## config.mk

```make
export PLATFORM = sky130hd
export DESIGN_NAME = trap_ctrl
export DESIGN_NICKNAME = d
export VERILOG_FILES = /design/src/rtl/trap_ctrl_pkg.sv /design/src/rtl/trap_prio_enc.sv /design/src/rtl/trap_ctrl.sv
export SDC_FILE = /design/constraint.sdc
export NUM_CORES = 1
export LEC_CHECK = 0
export CELL_PAD_IN_SITES_DETAIL_PLACEMENT = 0
export CELL_PAD_IN_SITES_GLOBAL_PLACEMENT = 1
export CORE_AREA = 2 2 148 150
export CTS_CLUSTER_SIZE = 8
export DETAILED_ROUTE_END_ITERATION = 10
export DIE_AREA = 0 0 150 152
export GPL_TIMING_DRIVEN = 0
export PLACE_DENSITY = 0.9
export SLEW_MARGIN = 30
export SYNTH_ARGS = -nofsm -noshare
export SYNTH_HDL_FRONTEND = slang
export SYNTH_SLANG_ARGS = --single-unit
```

## constraint.sdc

```tcl
create_clock -name clk -period 3.9 [get_ports clk]
set_input_delay 0.585 -clock clk [delete_from_list [all_inputs] [get_ports clk]]
set_output_delay 0.585 -clock clk [all_outputs]
set_load 0.005 [all_outputs]
```

## src/rtl/trap_ctrl_pkg.sv

```systemverilog
// Shared constants and types for the trap sequencer: CSR addresses,
// mstatus field positions, privilege encodings, cause codes and FSM states.
package trap_ctrl_pkg;

    localparam logic [11:0] CSR_MSTATUS = 12'h300;
    localparam logic [11:0] CSR_MIE     = 12'h304;
    localparam logic [11:0] CSR_MTVEC   = 12'h305;
    localparam logic [11:0] CSR_MEPC    = 12'h341;
    localparam logic [11:0] CSR_MCAUSE  = 12'h342;
    localparam logic [11:0] CSR_MTVAL   = 12'h343;
    localparam logic [11:0] CSR_MIP     = 12'h344;

    localparam int unsigned MSTATUS_MIE    = 3;
    localparam int unsigned MSTATUS_MPIE   = 7;
    localparam int unsigned MSTATUS_MPP_LO = 11;
    localparam int unsigned MSTATUS_MPP_HI = 12;

    localparam logic [1:0] PRIV_U = 2'b00;
    localparam logic [1:0] PRIV_M = 2'b11;

    localparam logic [3:0] CAUSE_ILLEGAL = 4'd2;
    localparam logic [3:0] CAUSE_MTIMER  = 4'd7;
    localparam logic [3:0] CAUSE_MEXT    = 4'd11;

    typedef enum logic [2:0] {
        ST_IDLE,
        ST_W_MEPC,
        ST_W_MCAUSE,
        ST_W_MTVAL,
        ST_W_MSTAT,
        ST_M_MSTAT,
        ST_REDIR
    } state_e;

    // REQ_ILL_MRET is an MRET attempted from U-mode, taken as an illegal-instruction trap
    typedef enum logic [2:0] {
        REQ_NONE,
        REQ_EXC,
        REQ_ILL_MRET,
        REQ_INT,
        REQ_MRET
    } req_kind_e;

endpackage

```

## src/rtl/trap_prio_enc.sv

```systemverilog
// Combinational arbiter: picks the highest-priority trap/MRET request and
// applies the interrupt enable gating.
module trap_prio_enc
    import trap_ctrl_pkg::*;
(
    input  logic       exc_valid_i,
    input  logic [3:0] exc_cause_i,
    input  logic       irq_ext_i,
    input  logic       irq_timer_i,
    input  logic       mret_req_i,
    input  logic [1:0] priv_i,
    input  logic       mstatus_mie_i,
    input  logic       mie_ext_i,
    input  logic       mie_timer_i,
    output logic       accept_o,
    output req_kind_e  kind_o,
    output logic [3:0] cause_o
);

    logic int_glob_en;

    // Fixed-priority selection: exception, illegal MRET, ext irq, timer irq, MRET
    always_comb begin
        kind_o      = REQ_NONE;
        cause_o     = '0;
        int_glob_en = (priv_i == PRIV_U) || mstatus_mie_i;
        if (exc_valid_i) begin
            kind_o  = REQ_EXC;
            cause_o = exc_cause_i;
        end else if (mret_req_i && (priv_i == PRIV_U)) begin
            kind_o  = REQ_ILL_MRET;
            cause_o = CAUSE_ILLEGAL;
        end else if (irq_ext_i && int_glob_en && mie_ext_i) begin
            kind_o  = REQ_INT;
            cause_o = CAUSE_MEXT;
        end else if (irq_timer_i && int_glob_en && mie_timer_i) begin
            kind_o  = REQ_INT;
            cause_o = CAUSE_MTIMER;
        end else if (mret_req_i && (priv_i == PRIV_M)) begin
            kind_o  = REQ_MRET;
        end
        accept_o = (kind_o != REQ_NONE);
    end

endmodule

```

## src/rtl/trap_ctrl.sv

```systemverilog
// Trap/MRET sequencer: owns the privilege mode, stalls and flushes the
// pipeline, writes machine CSRs in a fixed sequence, then redirects the PC.
module trap_ctrl
    import trap_ctrl_pkg::*;
#(
    parameter int unsigned XLEN        = 32,
    parameter logic [1:0]  RESET_PRIV  = 2'b11,
    parameter bit          VECTORED_EN = 1'b1
) (
    input  logic            clk,
    input  logic            reset,
    input  logic            exc_valid,
    input  logic [3:0]      exc_cause,
    input  logic [XLEN-1:0] exc_pc,
    input  logic [XLEN-1:0] exc_tval,
    input  logic            irq_ext,
    input  logic            irq_timer,
    input  logic            mret_req,
    input  logic [XLEN-1:0] int_pc,
    input  logic [XLEN-1:0] mstatus_in,
    input  logic [XLEN-1:0] mie_in,
    input  logic [XLEN-1:0] mtvec_in,
    input  logic [XLEN-1:0] mepc_in,
    output logic            csr_we,
    output logic [11:0]     csr_waddr,
    output logic [XLEN-1:0] csr_wdata,
    output logic            stall,
    output logic            flush,
    output logic            redirect_valid,
    output logic [XLEN-1:0] redirect_pc,
    output logic [1:0]      priv_mode
);

    state_e            state_q, state_d;
    logic [1:0]        priv_q, priv_d;
    logic [3:0]        cause_q;
    logic              is_int_q;
    logic              is_mret_q;
    logic [XLEN-1:0]   pc_q;
    logic [XLEN-1:0]   tval_q;
    logic              old_mie_q;
    logic [1:0]        lpriv_q;

    logic              enc_accept;
    req_kind_e         enc_kind;
    logic [3:0]        enc_cause;
    logic              take;
    logic              load;
    logic [XLEN-1:0]   trap_base;
    logic              unused_mie;

    assign unused_mie = ^{mie_in[XLEN-1:12], mie_in[10:8], mie_in[6:0]};

    trap_prio_enc u_prio (
        .exc_valid_i   (exc_valid),
        .exc_cause_i   (exc_cause),
        .irq_ext_i     (irq_ext),
        .irq_timer_i   (irq_timer),
        .mret_req_i    (mret_req),
        .priv_i        (priv_q),
        .mstatus_mie_i (mstatus_in[MSTATUS_MIE]),
        .mie_ext_i     (mie_in[11]),
        .mie_timer_i   (mie_in[7]),
        .accept_o      (enc_accept),
        .kind_o        (enc_kind),
        .cause_o       (enc_cause)
    );

    // reset also masks the combinational accept so every output reads 0 while held
    assign take      = enc_accept && !reset;
    assign load      = (state_q == ST_IDLE) && take;
    assign trap_base = {mtvec_in[XLEN-1:2], 2'b00};
    assign priv_mode = priv_q;

    // State and privilege registers
    always_ff @(posedge clk or posedge reset) begin
        if (reset) begin
            state_q <= ST_IDLE;
            priv_q  <= RESET_PRIV;
        end else begin
            state_q <= state_d;
            priv_q  <= priv_d;
        end
    end

    // Capture trap context on the accept cycle; pc_q holds mepc for MRET
    always_ff @(posedge clk or posedge reset) begin
        if (reset) begin
            cause_q   <= '0;
            is_int_q  <= 1'b0;
            is_mret_q <= 1'b0;
            pc_q      <= '0;
            tval_q    <= '0;
            old_mie_q <= 1'b0;
            lpriv_q   <= '0;
        end else if (load) begin
            cause_q   <= enc_cause;
            is_int_q  <= (enc_kind == REQ_INT);
            is_mret_q <= (enc_kind == REQ_MRET);
            pc_q      <= (enc_kind == REQ_MRET) ? mepc_in :
                         (enc_kind == REQ_INT)  ? int_pc  : exc_pc;
            tval_q    <= (enc_kind == REQ_EXC) ? exc_tval : '0;
            old_mie_q <= mstatus_in[MSTATUS_MIE];
            lpriv_q   <= (enc_kind == REQ_MRET) ? mstatus_in[MSTATUS_MPP_HI:MSTATUS_MPP_LO] : priv_q;
        end
    end

    // Next state, CSR write port, pipeline control and redirect
    always_comb begin
        state_d        = state_q;
        priv_d         = priv_q;
        csr_we         = 1'b0;
        csr_waddr      = '0;
        csr_wdata      = '0;
        stall          = 1'b0;
        flush          = 1'b0;
        redirect_valid = 1'b0;
        redirect_pc    = '0;
        case (state_q)
            ST_IDLE: begin
                if (take) begin
                    stall   = 1'b1;
                    flush   = 1'b1;
                    state_d = (enc_kind == REQ_MRET) ? ST_M_MSTAT : ST_W_MEPC;
                end
            end
            ST_W_MEPC: begin
                stall     = 1'b1;
                csr_we    = 1'b1;
                csr_waddr = CSR_MEPC;
                csr_wdata = {pc_q[XLEN-1:2], 2'b00};
                state_d   = ST_W_MCAUSE;
            end
            ST_W_MCAUSE: begin
                stall             = 1'b1;
                csr_we            = 1'b1;
                csr_waddr         = CSR_MCAUSE;
                csr_wdata[XLEN-1] = is_int_q;
                csr_wdata[3:0]    = cause_q;
                state_d           = ST_W_MTVAL;
            end
            ST_W_MTVAL: begin
                stall     = 1'b1;
                csr_we    = 1'b1;
                csr_waddr = CSR_MTVAL;
                csr_wdata = tval_q;
                state_d   = ST_W_MSTAT;
            end
            ST_W_MSTAT: begin
                stall                                      = 1'b1;
                csr_we                                     = 1'b1;
                csr_waddr                                  = CSR_MSTATUS;
                csr_wdata                                  = mstatus_in;
                csr_wdata[MSTATUS_MPIE]                    = old_mie_q;
                csr_wdata[MSTATUS_MIE]                     = 1'b0;
                csr_wdata[MSTATUS_MPP_HI:MSTATUS_MPP_LO]   = lpriv_q;
                state_d                                    = ST_REDIR;
            end
            ST_M_MSTAT: begin
                stall                                      = 1'b1;
                csr_we                                     = 1'b1;
                csr_waddr                                  = CSR_MSTATUS;
                csr_wdata                                  = mstatus_in;
                csr_wdata[MSTATUS_MIE]                     = mstatus_in[MSTATUS_MPIE];
                csr_wdata[MSTATUS_MPIE]                    = 1'b1;
                csr_wdata[MSTATUS_MPP_HI:MSTATUS_MPP_LO]   = PRIV_U;
                state_d                                    = ST_REDIR;
            end
            ST_REDIR: begin
                stall          = 1'b1;
                redirect_valid = 1'b1;
                if (is_mret_q) begin
                    redirect_pc = pc_q;
                    priv_d      = lpriv_q;
                end else begin
                    redirect_pc = trap_base;
                    if (VECTORED_EN && (mtvec_in[1:0] == 2'b01) && is_int_q) begin
                        redirect_pc = trap_base + XLEN'({cause_q, 2'b00});
                    end
                    priv_d = PRIV_M;
                end
                state_d = ST_IDLE;
            end
            default: state_d = ST_IDLE;
        endcase
    end

endmodule

```

==> results of run 1 <==
## worst min-delay path, cell delays in order, from the launching register on
cell	delay [ns]
dfrtp_1	0.34
nand2_1	0.05
o31ai_1	0.05
## synth_stat cells, types with 4 or more instances
cell type	instances	area, um2
a2111oi_2	5	75.1
a211oi_1	9	67.6
a21oi_1	33	165
and2_1	4	25.0
and3_1	4	25.0
and4_1	6	52.6
buf_1	4	15.0
buf_2	14	70.1
buf_4	9	67.6
clkbuf_1	38	143
dfrtp_1	76	1900
ha_1	4	50.1
inv_1	17	63.8
mux2i_1	31	310
nand2_1	156	586
nand3_1	14	70.1
nand4_1	4	25.0
nor2_1	45	169
nor3_1	9	45.0
o21ai_0	102	510
o22ai_1	32	200
o31ai_1	32	240
xnor2_1	17	149
xor2_1	4	35.0
## power by group
| group | switching [mW] | total (mW) | internal [mW] |
|---|---|---|---|
| logic | 1.39 | 2.64 | 1.25 |
| registers | 0.365 | 1.51 | 1.15 |
| clock network | 0.328 | 0.811 | 0.484 |
## path summary, 6_finish.rpt
| check | from | end | slack (ns) | cells after the start |
|---|---|---|---|---|
| worst max-delay path | mtvec_in[2] | redirect_pc[28] | 0.06 | 11 |
| worst min-delay path | pc_q[1]$_DFFE_PP0P_ | pc_q[1]$_DFFE_PP0P_ | 0.47 | 2 |
| worst max register to register | priv_mode[1]$_DFFE_PP1P_ | pc_q[28]$_DFFE_PP0P_ | 1.29 | 6 |
| worst min register to register | pc_q[1]$_DFFE_PP0P_ | pc_q[1]$_DFFE_PP0P_ | 0.47 | 2 |
| max in group asynchronous | reset | priv_mode[0]$_DFFE_PP1P_ | 2.67 | 3 |
| min in group asynchronous | reset | state_q[0]$_DFFE_PP0P_ | 0.65 | 2 |
## routing by layer
metal / up-vias / track usage / wire [um]
li1: 3191 / - / -
met1: 3088 / 0.308 / 11700
met2: 281 / 0.384 / 12700
met3: 32 / 0.0468 / 2050
met4: 0 / 0.0517 / 510
met5: - / 0 / 0
## through the flow
stage                     TNS (ns)  std cells
after floorplan                  0        734
after global placement      -21.29       1292
after CTS                        0       1309
final                            0       1316
after detailed placement     -3.19       1293
after global routing       -0.0788       1316
## state kept, by name (all words and copies together) (netlist names)
register and count:
state_q 3, tval_q 32, is_mret_q 1, priv_mode 2, old_mie_q 1, pc_q 32
cause_q 4, is_int_q 1, lpriv_q 2
## final cells by class
class / count / area [um2]
tap: 280 / 350
multi-input combinational: 570 / 3390
clock buffer: 15 / 278
sequential: 78 / 1950
inverter: 18 / 72.6
clock inverter: 1 / 5.00
fill: 2201 / 12100
antenna: 1 / 2.50
buffer: 68 / 337
timing repair buffer: 285 / 2870
## cells in the final DEF (no fill, tap or decap), types with 7 or more instances in the layout
master           netlist  layout
a211oi_1               9       8
a21oi_1               33      33
buf_2                 14      13
buf_4                  9      14
clkbuf_1              38      40
clkbuf_16              0       9
clkdlybuf4s50_1        0     271
conb_1                 1       7
dfrtp_1               76      76
inv_1                 17      16
mux2i_1               31      31
nand2_1              156     156
nand3_1               14      14
nor2_1                45      45
nor3_1                 9       9
o21ai_0              102     101
o22ai_1               32      32
o31ai_1               32      32
xnor2_1               17      17
## cell families after synthesis
kind of cell	share of synthesized area
buf+inv	0.0704
flops	0.347
other cells	0.000666
compound gates	0.260
xor+xnor	0.0327
mux	0.0611
simple gates	0.215
fa+ha+maj	0.0124
## repair_timing
action                                 4_1_cts  5_1_grt
buffers inserted                             0        6
pin swaps                                    3        2
setup endpoints to repair                   15       10
gates resized for setup                     13       14
endpoints found under the hold margin        0        0
==> key figures, run 1 <==
Layout
  – P&R area growth vs syn: 64.5%
  – Layout Nets: 1,269
  – Fin area: 9260 um2
  – Share of layout cells above drive strength 1: 0.0715
  – Post-Route Utilization: 0.434

Yosys
  – Synth cell types: 63
  – #FFs+latches synth: slightly below 80
  – Synth Flop Type: dfrtp_1
  – Yosys warnings: 0
  – Post-synth EDFFs: 0
  – Cell Area, Synth: around 5600 um2
  – Syn avg cell area: 7.73 um2
  – Cells after Synth: ~730
  – Seq/Total Area, Yosys: 0.347
  – Async set-or-reset flop fraction in the synthesized netlist: 1.00

Setup path
  – Startpoint types: input pin
  – CP bufs+invs: 4
  – CP Max Fanout: 10
  – Crit-path leading delay family: buffers and inverters
  – CP Cell Sequence: clkdlybuf4s50_1, ha_2, inv_1, fa_2, nor2b_4, o21ai_4, buf_6, a211oi_1, mux2i_1, nand3_1, clkdlybuf4s50_1
  – Critical path class: in2out
  – Most Frequent Cell on Critical Path: clkdlybuf4s50_1
  – Crit path max-delay cell type: clkdlybuf4s50_1
  – Crit path DAT: 3.25 ns
  – Req. time, crit path: between 3 and 4 ns
  – Worst Setup End Kind: primary output
  – Worst path max stage delay: 0.51 ns

Global routing
  – Vias in the first global route: between 6,000 and 7,000
  – First-pass GRT wire length: around 40 mm
  – Initial antenna violation count: 1
  – GRT Total Usage: 0.231
  – Grt total ovfl: 0
  – Largest net degree at the start of global routing: 44

Power and ir drop
  – Total power: between 4 and 5 mW
  – Leakage: 3.74 nW
  – Cell Pwr Density: between 500 and 600 nW/um2
  – Worst IR drop on VDD: between 0.2 and 0.25 mV

Timing
  – Max-slew violations: 0
  – Hold_ws: roughly 0.47 ns
  – F_max: about 260 MHz
  – Max-slew headroom: 0.424
  – Worst Tran Pin Value: roughly 0.86 ns
  – Min Tclk post-route: about 3.8 ns
  – Tcrit/Tclk final: 0.984
  – RSZ-0062 raised after global routing: yes
  – Worst Clk Skew: between 0.007 and 0.008 ns
  – Hold violation count in the final report: 0
  – Final setup fails: 0
  – Final worst slack: 0.0629 ns

Drt
  – Final WL: between 20 and 30 mm
  – Drt first pass iters: 5
  – Drt drc: 0
  – Routed WL per cell: 20.5 um
  – Vias per cell: approximately 5
  – Iteration-0 DRC count of the detailed router: 420
  – Final ANT Viol Nets: 0
  – DR vias: 6,592

Die
  – Starting density of the core: 0.264
  – Ports: between 300 and 400
  – Core box area: ~21,000 um2
  – Die X-Extent: 150 um
  – Row cnt: 54
  – Die Ht: ~150 um
  – Full die area: approximately 23,000 um2

CTS
  – Hold buffer count at CTS: 0
  – TritonCTS clock tree: built
  – CTS clk-pin slew, worst paths: 0.06 ns
  – # clock sinks: between 70 and 80
  – Bufs on Longest Clock Path: 2
  – CTS Root Cell: clkbuf_16
  – CTS Buf Count: 9
  – Later-pin clock latency in the skew report: around 0.34 ns
  – CTS HTree Levels: 3

Place
  – PortBufs: about 280
  – DP Worst Slack: -0.399 ns
  – Gp weighted congestion: between 0.8 and 0.9
  – Hpwl dp: 21.4 mm
  – Placed Instance Area: about 8800 um2

Flow run
  – Max cap viols: 0

Worst hold path
  – Hold WC Path Type: reg2reg

Status
  – Outcome: complete, no violations
Note: power is estimated with default switching activity, not from simulation.
==> inputs of run 2 (changes only) <==
CORE_AREA = 5 5 151 153   (was 2 2 148 150)
DIE_AREA = 0 0 156 158   (was 0 0 150 152)
==> key figures, run 2 (same netlist as run 1, synthesis figures left out) <==
Status
  – Outcome: complete, no violations

CTS
  – Bufs on Longest Clock Path: 2
  – Later-pin clock latency in the skew report: around 0.34 ns
  – CTS HTree Levels: 3
  – CTS clk-pin slew, worst paths: ~0.06 ns
  – TritonCTS clock tree: built
  – CTS Root Cell: clkbuf_16
  – CTS Buf Count: 9
  – # clock sinks: between 70 and 80

Setup path
  – Reg-to-Reg End: pc_q[2]$_DFFE_PP0P_
  – Critical path class: in2out
  – CP Capture Point: redirect_pc[6]
  – R2R cell count: 5
  – Startpoint types: input pin
  – Critical R2R Launch: priv_mode[1]$_DFFE_PP1P_
  – Worst Setup End Kind: primary output
  – Req. time, crit path: approximately 3.3 ns
  – Critical Path Source: mtvec_in[2]
  – R2r setup slk: around 1.3 ns
  – CP Max Fanout: 5
  – Crit path DAT: ~3.2 ns

Timing
  – RSZ-0062 raised after global routing: no
  – Tcrit/Tclk final: 0.980
  – Max-slew violations: 0
  – Worst Clk Skew: 0.0114 ns
  – Min Tclk post-route: ~3.8 ns
  – Worst Tran Pin Value: roughly 0.84 ns
  – Hold violation count in the final report: 0
  – Max-slew headroom: 0.439
  – Post-route setup TNS: 0 ns
  – Final worst slack: 0.0767 ns
  – Final setup fails: 0
  – Hold_ws: 0.474 ns
  – F_max: between 200 and 300 MHz

Die
  – Row cnt: between 50 and 60
  – Die X-Extent: between 150 and 200 um
  – Full die area: between 20,000 and 25,000 um2
  – Ports: 316
  – Starting density of the core: 0.263
  – Die Ht: 158 um
  – Core box area: ~21,000 um2

Drt
  – Drt first pass iters: 6
  – Vias per cell: 5.04
  – Final WL: approximately 27 mm
  – Iteration-0 DRC count of the detailed router: 500
  – Routed WL per cell: about 21 um
  – Drt drc: 0
  – DR vias: 6,641
  – Final ANT Viol Nets: 0

Flow run
  – Max cap viols: 0

Global routing
  – GRT Total Usage: 0.211
  – Initial antenna violation count: 0
  – Largest net degree at the start of global routing: between 40 and 50
  – First-pass GRT wire length: roughly 40 mm
  – Vias in the first global route: roughly 6,600
  – Grt total ovfl: 0

Power and ir drop
  – Cell internal pwr: roughly 3 mW
  – Sw Share: 0.407
  – Worst IR drop on VDD: around 0.28 mV
  – Leakage: 3.76 nW
  – Total power: between 5 and 6 mW
  – Sequential Power Share: 0.296
  – Cell Pwr Density: approximately 550 nW/um2
  – P_sw: around 2.1 mW
  – Gate power share: 0.512
  – Power share of the clock group: 0.192

Layout
  – Final Instance Count excl. Fillers: 1,317
  – # diodes: 0
  – P&R area growth vs syn: 65.2%
  – Share of layout cells above drive strength 1: 0.0781
  – Layout Nets: between 1,000 and 1,500
  – Post-Route Utilization: 0.434
  – Largest regs: pc_q: 32 flops, tval_q: 32 flops, cause_q: 4 flops
  – Commonest cells after routing, fill and taps aside: clkdlybuf4s50_1 (272), nand2_1 (156), o21ai_0 (101)
  – Fin area: 9300 um2
  – Most common cell after layout, fill and taps aside: clkdlybuf4s50_1

Place
  – Hpwl dp: between 20 and 25 mm
  – Gp weighted congestion: 0.890
  – PortBufs: 278
  – Placed Instance Area: slightly below 9000 um2
  – Placed Instances: around 1,300
  – DP Worst Slack: -0.344 ns

Worst hold path
  – Hold WC Path Type: reg2reg
run 2: cell types whose count changed in the layout (fill, tap and decap cells not counted), sizes merged:
cell / previous run / this run
clkdlybuf4s50: 271 / 272
bufinv: 0 / 3
buf: 37 / 39
diode: 1 / 0
dlymetal6s2s: 4 / 2
dlygate4sd2: 3 / 4
clkbuf: 53 / 50
run 2: repair_timing:
action | CTS | global route
setup buffers | 1 | 6
setup endpoints to repair | 15 | 11
gates resized for setup | 16 | 11
cloned | 1 | 0
hold buffers | 0 | 0
pin swaps | 2 | 4
run 2: how the worst min path moves through the flow:
stage,start,endpoint,slack (ns),depth (start not counted)
4_1_cts,pc_q[1]$_DFFE_PP0P_,pc_q[1]$_DFFE_PP0P_,0.47,2
6_report,pc_q[1]$_DFFE_PP0P_,pc_q[1]$_DFFE_PP0P_,0.47,2
5_1_grt,tval_q[31]$_DFFE_PP0P_,tval_q[31]$_DFFE_PP0P_,0.50,2
2_1_floorplan,pc_q[0]$_DFFE_PP0P_,pc_q[0]$_DFFE_PP0P_,0.44,2
3_5_place_dp,pc_q[1]$_DFFE_PP0P_,pc_q[1]$_DFFE_PP0P_,0.46,2
3_3_place_gp,pc_q[1]$_DFFE_PP0P_,pc_q[1]$_DFFE_PP0P_,0.45,2
run 2: layer usage:
metal | share of wire | vias up | track usage
met2 | 0.47 | 263 | 0.344
met3 | 0.076 | 30 | 0.0473
li1 | - | 3184 | -
met1 | 0.43 | 3164 | 0.285
met4 | 0.022 | 0 | 0.0563
met5 | 0 | - | 0
run 2: area by class of cell:
type | count | area (um2)
Buffer | 68 | 335
Clock buffer | 12 | 246
Clock inverter | 4 | 95.1
Fill cell | 2200 | 12100
Inverter | 18 | 72.6
Multi-Input combinational cell | 570 | 3380
Sequential cell | 78 | 1950
Tap cell | 280 | 350
Timing Repair Buffer | 287 | 2870
run 2: critical path, cell delays in order:
cell and delay, ns:
clkdlybuf4s50_1 0.50, ha_2 0.20, inv_1 0.06, fa_2 0.37
nor2b_4 0.14, o21ai_4 0.11, buf_2 0.18, buf_4 0.14
a21oi_1 0.18, xnor2_1 0.08, a21oi_1 0.15, clkdlybuf4s50_1 0.53
run 2: power by group through the flow:
stage | Sequential, mW | Clock (mW) | Combinational (mW)
2_1_floorplan | 1.31 | 0 | 1.34
3_3_place_gp | 1.51 | 0 | 2.54
3_5_place_dp | 1.52 | 0 | 2.57
4_1_cts | 1.50 | 0.996 | 2.60
5_1_grt | 1.55 | 1.03 | 2.88
6_report | 1.52 | 0.985 | 2.62
==> inputs of run 3 (changes only) <==
CAP_MARGIN = 20   (was default)
==> results of run 3 <==
No change in the layout: final DEF, timing and power equal those of run 2.
